## src/rtl/vespa_prio_pkg.sv

```systemverilog
// ============================================================================
// Module   : vespa_prio_pkg
// Purpose  : Shared state encoding, 2-bit typedefs and default cycle constants
//            for the priority stepdown driver.
// Revision : 1.0
// ============================================================================
`default_nettype none

package vespa_prio_pkg;

  typedef enum logic [2:0] {
    ST_IDLE   = 3'd0,
    ST_CLEAR  = 3'd1,
    ST_ARM    = 3'd2,
    ST_FIRE   = 3'd3,
    ST_WAIT   = 3'd4,
    ST_REPORT = 3'd5
  } state_t;

  typedef logic [1:0] grant_t;
  typedef logic [1:0] skew_t;

  localparam int c_DEF_CLR_CYC     = 2;
  localparam int c_DEF_ARM_CYC     = 1;
  localparam int c_DEF_PULSE_CYC   = 2;
  localparam int c_DEF_TIMEOUT_CYC = 16;
  localparam int c_DEF_SYNC_STAGES = 2;

endpackage

`default_nettype wire

```

## src/rtl/vespa_sync_bus.sv

```systemverilog
// ============================================================================
// Module   : vespa_sync_bus
// Purpose  : STAGES-deep flop chain bringing an asynchronous bus into clk.
// Revision : 1.0
// ============================================================================
`default_nettype none

module vespa_sync_bus #(
  parameter int WIDTH  = 2,
  parameter int STAGES = 2
) (
  input  logic             clk,
  input  logic             rst,
  input  logic [WIDTH-1:0] i_d,
  output logic [WIDTH-1:0] o_q
);

  logic [STAGES-1:0][WIDTH-1:0] r_stage;

  always_ff @(posedge clk) begin
    if (rst) begin
      r_stage <= '0;
    end else begin
      r_stage[0] <= i_d;
      for (int i = 1; i < STAGES; i++) begin
        r_stage[i] <= r_stage[i-1];
      end
    end
  end

  assign o_q = r_stage[STAGES-1];

endmodule

`default_nettype wire

```

## src/rtl/vespa_priority_stepdown_driver.sv

```systemverilog
// ============================================================================
// Module   : vespa_priority_stepdown_driver
// Purpose  : Clears, arms and fires the two-input priority latch stage, then
//            reports the synchronized {o1,o0} outcome on a valid/ready port.
// Revision : 1.0
// ============================================================================
`default_nettype none

module vespa_priority_stepdown_driver
  import vespa_prio_pkg::*;
#(
  parameter int CLR_CYC     = c_DEF_CLR_CYC,
  parameter int ARM_CYC     = c_DEF_ARM_CYC,
  parameter int PULSE_CYC   = c_DEF_PULSE_CYC,
  parameter int TIMEOUT_CYC = c_DEF_TIMEOUT_CYC,
  parameter int SYNC_STAGES = c_DEF_SYNC_STAGES
) (
  input  logic       CELCLK,
  input  logic       CELRST,
  input  logic       req_valid,
  output logic       req_ready,
  input  logic [1:0] req_mask,
  input  logic [1:0] req_skew0,
  input  logic [1:0] req_skewX,
  output logic       rsp_valid,
  input  logic       rsp_ready,
  output logic [1:0] rsp_grant,
  output logic       rsp_timeout,
  output logic       i0,
  output logic       i1,
  input  logic       o0,
  input  logic       o1,
  output logic       Tstate,
  output logic       Tpriority0_0,
  output logic       Tpriority0_1,
  output logic       TpriorityX_0,
  output logic       TpriorityX_1,
  output logic       busy
);

  localparam int CW = $clog2(TIMEOUT_CYC + 1);
  localparam logic [CW-1:0] c_CLR_LAST   = CW'(CLR_CYC - 1);
  localparam logic [CW-1:0] c_ARM_LAST   = CW'(ARM_CYC - 1);
  localparam logic [CW-1:0] c_PULSE_LAST = CW'(PULSE_CYC - 1);
  localparam logic [CW-1:0] c_TO_LAST    = CW'(TIMEOUT_CYC - 1);

  state_t        r_state,   w_state_nxt;
  logic [CW-1:0] r_ph,      w_ph_nxt;
  logic [CW-1:0] r_to,      w_to_nxt;
  grant_t        r_mask,    w_mask_nxt;
  skew_t         r_skew0,   w_skew0_nxt;
  skew_t         r_skewx,   w_skewx_nxt;
  grant_t        r_grant,   w_grant_nxt;
  logic          r_tstate,  w_tstate_nxt;
  logic          r_i0,      w_i0_nxt;
  logic          r_i1,      w_i1_nxt;
  logic          r_valid,   w_valid_nxt;
  logic          r_timeout, w_timeout_nxt;
  grant_t        w_sync;

  vespa_sync_bus #(
    .WIDTH  (2),
    .STAGES (SYNC_STAGES)
  ) u_sync (
    .clk (CELCLK),
    .rst (CELRST),
    .i_d ({o1, o0}),
    .o_q (w_sync)
  );

  always_ff @(posedge CELCLK) begin
    if (CELRST) begin
      r_state   <= ST_IDLE;
      r_ph      <= '0;
      r_to      <= '0;
      r_mask    <= '0;
      r_skew0   <= '0;
      r_skewx   <= '0;
      r_grant   <= '0;
      r_tstate  <= 1'b0;
      r_i0      <= 1'b0;
      r_i1      <= 1'b0;
      r_valid   <= 1'b0;
      r_timeout <= 1'b0;
    end else begin
      r_state   <= w_state_nxt;
      r_ph      <= w_ph_nxt;
      r_to      <= w_to_nxt;
      r_mask    <= w_mask_nxt;
      r_skew0   <= w_skew0_nxt;
      r_skewx   <= w_skewx_nxt;
      r_grant   <= w_grant_nxt;
      r_tstate  <= w_tstate_nxt;
      r_i0      <= w_i0_nxt;
      r_i1      <= w_i1_nxt;
      r_valid   <= w_valid_nxt;
      r_timeout <= w_timeout_nxt;
    end
  end

  always_comb begin
    w_state_nxt   = r_state;
    w_ph_nxt      = r_ph;
    w_to_nxt      = r_to;
    w_mask_nxt    = r_mask;
    w_skew0_nxt   = r_skew0;
    w_skewx_nxt   = r_skewx;
    w_grant_nxt   = r_grant;
    w_tstate_nxt  = r_tstate;
    w_i0_nxt      = 1'b0;
    w_i1_nxt      = 1'b0;
    w_valid_nxt   = r_valid;
    w_timeout_nxt = r_timeout;

    case (r_state)
      ST_IDLE: begin
        if (req_valid) begin
          w_mask_nxt    = req_mask;
          w_skew0_nxt   = req_skew0;
          w_skewx_nxt   = req_skewX;
          w_grant_nxt   = 2'b00;
          w_timeout_nxt = 1'b0;
          w_tstate_nxt  = 1'b0;
          w_ph_nxt      = '0;
          w_to_nxt      = '0;
          w_state_nxt   = ST_CLEAR;
        end
      end

      // Minimum clear time is tracked by r_ph (saturating); r_to bounds a stuck latch.
      ST_CLEAR: begin
        w_to_nxt = r_to + 1'b1;
        if (r_ph != c_CLR_LAST) begin
          w_ph_nxt = r_ph + 1'b1;
        end
        if (r_ph == c_CLR_LAST && w_sync == 2'b00) begin
          w_ph_nxt = '0;
          if (r_mask == 2'b00) begin
            w_valid_nxt = 1'b1;
            w_state_nxt = ST_REPORT;
          end else begin
            w_tstate_nxt = 1'b1;
            w_state_nxt  = ST_ARM;
          end
        end else if (r_to == c_TO_LAST) begin
          w_grant_nxt   = w_sync;
          w_timeout_nxt = 1'b1;
          w_valid_nxt   = 1'b1;
          w_state_nxt   = ST_REPORT;
        end
      end

      ST_ARM: begin
        if (r_ph == c_ARM_LAST) begin
          w_ph_nxt    = '0;
          w_i0_nxt    = r_mask[0];
          w_i1_nxt    = r_mask[1];
          w_state_nxt = ST_FIRE;
        end else begin
          w_ph_nxt = r_ph + 1'b1;
        end
      end

      ST_FIRE: begin
        if (r_ph == c_PULSE_LAST) begin
          w_ph_nxt    = '0;
          w_to_nxt    = '0;
          w_state_nxt = ST_WAIT;
        end else begin
          w_ph_nxt = r_ph + 1'b1;
          w_i0_nxt = r_mask[0];
          w_i1_nxt = r_mask[1];
        end
      end

      ST_WAIT: begin
        w_to_nxt = r_to + 1'b1;
        if (w_sync != 2'b00) begin
          w_grant_nxt = w_sync;
          w_valid_nxt = 1'b1;
          w_state_nxt = ST_REPORT;
        end else if (r_to == c_TO_LAST) begin
          w_grant_nxt   = w_sync;
          w_timeout_nxt = 1'b1;
          w_valid_nxt   = 1'b1;
          w_state_nxt   = ST_REPORT;
        end
      end

      ST_REPORT: begin
        if (rsp_ready) begin
          w_valid_nxt  = 1'b0;
          w_tstate_nxt = 1'b0;
          w_state_nxt  = ST_IDLE;
        end
      end

      default: begin
        w_tstate_nxt = 1'b0;
        w_valid_nxt  = 1'b0;
        w_state_nxt  = ST_IDLE;
      end
    endcase
  end

  assign req_ready    = (r_state == ST_IDLE);
  assign busy         = (r_state != ST_IDLE);
  assign rsp_valid    = r_valid;
  assign rsp_grant    = r_grant;
  assign rsp_timeout  = r_timeout;
  assign i0           = r_i0;
  assign i1           = r_i1;
  assign Tstate       = r_tstate;
  assign Tpriority0_0 = r_skew0[0];
  assign Tpriority0_1 = r_skew0[1];
  assign TpriorityX_0 = r_skewx[0];
  assign TpriorityX_1 = r_skewx[1];

endmodule

`default_nettype wire

```

## config.mk

```make
export PLATFORM = sky130hd
export DESIGN_NAME = vespa_priority_stepdown_driver
export DESIGN_NICKNAME = d
export VERILOG_FILES = /design/src/rtl/vespa_prio_pkg.sv /design/src/rtl/vespa_sync_bus.sv /design/src/rtl/vespa_priority_stepdown_driver.sv
export SDC_FILE = /design/constraint.sdc
export NUM_CORES = 1
export LEC_CHECK = 0
export ABC_AREA = 0
export CAP_MARGIN = 15
export CORE_UTILIZATION = 45
export CTS_BUF_LIST = sky130_fd_sc_hd__clkbuf_16
export DETAILED_ROUTE_END_ITERATION = 12
export DONT_BUFFER_PORTS = 1
export PLACE_DENSITY = 0.69
export SLEW_MARGIN = 10
export SYNTH_ARGS = -nofsm -noshare
export SYNTH_HDL_FRONTEND = slang
export SYNTH_HIERARCHICAL = 1
export SYNTH_SLANG_ARGS = --single-unit
```

## constraint.sdc

```tcl
create_clock -name CELCLK -period 6 [get_ports CELCLK]
set_clock_uncertainty 0.05 [all_clocks]
set_input_delay 1.2 -clock CELCLK [delete_from_list [all_inputs] [get_ports CELCLK]]
set_output_delay 1.2 -clock CELCLK [all_outputs]
set_load 0.1 [all_outputs]
```

After elaboration in Yosys (flattened, before gate mapping)

Index checks and enable logic that the tools add are counted.

Bits in registers: 30
Input bits: 12
Output and inout port bits: 13
Word-level logic and storage cells: 99

$add $sub $neg: 2
Eq/ne operators: 18
Muxes and demuxes: 42
Bitwise logic cells: 2
Reduce and logical (&&, ||, !) cells: 21

Operator list:

| kind                | count |
|---|---|
| $mux 5              | 6 |
| $mux 3              | 8 |
| $pmux 5 s4          | 1 |
| $pmux 3 s6          | 1 |
| $ne 2x2->1 const B  | 8 |
| $mux 1              | 15 |
| $pmux 5 s3          | 1 |
| $reduce_and 3->1    | 4 |
| $add 5x1->5 const B | 2 |
| $reduce_bool 3->1   | 3 |
| $mux 2              | 4 |
| $pmux 1 s4          | 2 |
| $reduce_and 4->1    | 2 |
| $eq 3x2->1 const B  | 2 |
| $eq 3x3->1 const B  | 2 |
| $ne 3x3->1 const B  | 2 |
| $pmux 2 s3          | 1 |
| $reduce_or 3->1     | 2 |
| $eq 5x1->1 const B  | 1 |
| $eq 5x4->1 const B  | 1 |
| $logic_not 5->1     | 1 |
| $ne 5x1->1 const B  | 1 |
| $reduce_and 5->1    | 1 |
| $logic_not 2->1     | 2 |
| other kinds (10)    | 12 |

Depth between registers and ports, before layout

Depth after elaboration: 4
Mapped depth: 7
Depth with buffers taken out: 7

Cells and area by module

The synthesis kept the hierarchy.

Modules (own cells, without submodules):

| module                         | times used | cells an instance | area an instance (um^2) | seq. area each (um^2) |
|---|---|---|---|---|
| vespa_priority_stepdown_driver | 1          | 193               | 1605.3                  | 520.5 |
| vespa_sync_bus                 | 1          | 10                | 120.1                   | 80.1 |

Worst setup path before layout

Ideal clock, no wire load.

Path kind: register to output
Start: reg r_state[2]
End: out req_ready
Data arrival time: 1997 ps
Data required time: 4750 ps
Slack: 2753 ps
Stages on the path, launching flop included: 4
Path buffers: 1
Cell sequence: dfxtp_1 > clkbuf_1 > or3_1 > inv_1

Longest elaborated chain between the ends: 1

Ends and longest elaborated chain:

| item                   | line                                  | source |
|---|---|---|
| from (decl)            | vespa_priority_stepdown_driver.sv:47  | `state_t r_state, w_state_nxt;` |
| from (signal assigned) | vespa_priority_stepdown_driver.sv:86  | `r_state <= w_state_nxt;` |
| $logic_not 3->1        | vespa_priority_stepdown_driver.sv:206 | `assign req_ready = (r_state == ST_IDLE);` |
| to (decl)              | vespa_priority_stepdown_driver.sv:21  | `output logic req_ready,` |

Every way passes these cells.

Final worst setup path

Same ends and word-level chain as after synthesis.

==> impl_metrics.json <==
{
  "synthFlopType": "dfxtp_1",
  "vias": 1442,
  "cts_root_buf": "clkbuf_16",
  "grt-ovfl-total": 0,
  "fmax_ghz": 0.253,
  "ant_nets": 0,
  "port_buffers": 0,
  "min_path_cells": 1,
  "startpoint_type": "flop",
  "dp_hpwl_um": 2490,
  "final_common_cell": "dfxtp_1",
  "ys_seq_area_share_pct": 34.8,
  "postCtsSetupBuffers": 0,
  "syn_area_per_cell_um2": 8.50,
  "area_growth_syn_to_layout_pct": 6.74,
  "vias_per_cell": 5.93,
  "drtIter0Drc": 83,
  "cts.htree.levels": 2,
  "grt_max_degree": 34,
  "numCtsBuffers": 5,
  "worstSetupPathType": "flop to output port",
  "layout-drive-gt1-share_pct": 7.69,
  "finalSetupViolations": 0,
  "cts_tree": "built",
  "grt_pass1_vias": 1360,
  "synth.distinct_cells": 51,
  "critPathCaptureType": "output port",
  "rows": 22,
  "slew_headroom_pct": 33.5,
  "hold_violations": 0,
  "core_area_mm2": 0.00366,
  "status": "completed",
  "gp_congestion": 0.870,
  "async_flop_share_pct": 0,
  "antenna_cells": 0,
  "drv_cap": 0,
  "whs_ns": 0.396,
  "crit_path_max_fanout": 26,
  "worstPathArrival_ns": 2.70,
  "track_usage_pct": 19.6,
  "post_cts_resize_count": 0,
  "drc": 0,
  "mostFrequentLayoutCells": "dfxtp_1 (30), nor2_1 (21), a21oi_1 (12), nand2_1 (12), o21ai_0 (10)",
  "period_needed_ns": 3.95,
  "post-route-period-util_pct": 65.8,
  "top_level_ports": 25,
  "ys_warn_count": 6,
  "finalSetupTns_ns": 0,
  "fp.dieH_um": 63.9,
  "cts_num_sinks": 30,
  "netlist_instances": 203,
  "antenna_found_initial": 0,
  "die_area_mm2": 0.00409,
  "irDropWorstVdd_mv": 0.197,
  "clock_path_buffers": 2,
  "avgRoutedWirePerCell_um": 14.8,
  "worstMarginPinSlew_ns": 0.996,
  "grt_pass1_wl_um": 6110,
  "clk_latency_ns": 0.28,
  "rsz0062_at_grt": "false",
  "fp.dieW_um": 63.9,
  "cts_hold_buf": 0,
  "wirelength_um": 3600,
  "synth_seq_cells": 30,
  "final_nets": 211,
  "initial_utilization_pct": 47.1,
  "drt_first_pass_iters": 4,
  "p_leak_nw": 0.633,
  "hp-class": "flop to flop",
  "finalMaxSlewViolations": 0,
  "reg2reg_depth": 5,
  "cts.clk_slew.worst_paths_ns": 0.05,
  "power_density_mw_per_mm2": 317,
  "fill_cells": 360,
  "total_power_mw": 0.583,
  "netlist_area_mm2": 0.00173,
  "synth_edf_count": 0,
  "cp.required_ns": 4.75,
  "synth_nets": 220
}
-- critical path, stage by stage, from the launching register on --
cell     delay (ns)
dfxtp_1        0.86
or3_1          0.86
inv_1          0.70
-- registers in the layout (all words and copies together), names as in the netlist --
name / flops
r_skew0: 2
r_mask: 2
r_ph: 5
u_sync/r_stage: 2
i1: 1
r_to: 5
u_sync/o_q: 2
rsp_timeout: 1
r_skewx: 2
rsp_valid: 1
r_state: 3
i0: 1
Tstate: 1
rsp_grant: 2
-- report_power, final --
part | internal, mW | switching (mW) | total, mW | leakage [nW]
Combinational | 0.0322 | 0.0630 | 0.0952 | 0.322
Sequential | 0.210 | 0.0398 | 0.249 | 0.245
Clock | 0.151 | 0.0875 | 0.238 | 0.0672
-- synth_stat cells (all sizes together) (4+ instances only) --
cell | count | area [um^2]
a21oi | 12 | 60.1
a311oi | 4 | 35.0
buf | 7 | 51.3
clkbuf | 9 | 33.8
dfxtp | 30 | 601
ha | 5 | 62.6
inv | 8 | 30.0
mux2i | 9 | 90.1
nand2 | 12 | 45.0
nand2b | 9 | 56.3
nand3 | 5 | 25.0
nand3b | 4 | 30.0
nor2 | 21 | 78.8
nor2b | 6 | 37.5
nor3 | 6 | 41.3
o21ai | 10 | 50.1
o221ai | 4 | 35.0
-- final cells by class --
| class | instances | area [um^2] | area share, % |
|---|---|---|---|
| clock buffer | 5 | 125 | 6.79 |
| clock inverter | 3 | 16.3 | 0.883 |
| inverter | 9 | 33.8 | 1.83 |
| multi-input combinational | 148 | 1010 | 54.6 |
| sequential | 30 | 601 | 32.6 |
| tap | 48 | 60.1 | 3.26 |
-- routing by layer --
metal	track usage, %	wire length, um	vias up	share of wire (%)
li1	-	-	716	-
met1	24.5	1700	677	47
met2	28.3	1600	44	45
met3	8.04	231	5	6.4
met4	10.2	59	0	1.6
met5	0	0	-	0
-- cell families (layout without fill, tap and decap cells) --
kind of cell               Yosys count  in the layout  synth area share, %
AOI/OAI and AO/OA                   57             57                 24.4
muxes                                9              9                 5.22
and+or+nand+nor                     77             77                 25.0
DFF                                 30             30                 34.8
adders and majority gates            5              5                 3.63
buffers and inverters               25             17                 6.89
-- path summary, 6_finish.rpt --
check / start / slack, ns / to
max: r_state[2] / 2.05 / req_ready
min: u_sync/r_stage[0] / 0.40 / u_sync/o_q[0]
max reg2reg: r_state[2] / 2.53 / rsp_timeout
min reg2reg: u_sync/r_stage[0] / 0.40 / u_sync/o_q[0]
-- stage by stage --
stage	area (um^2)	util, %	setup WS, ns	cells
final	1840	50.3	2.05	243
after global routing	1840	50.3	1.94	243
after CTS	1840	50.3	2.05	243
after detailed placement	1700	46.4	2.35	235
after global placement	1700	46.4	2.36	235
after floorplan	1730	-	2.75	203
(Power assumes the default switching activity.)
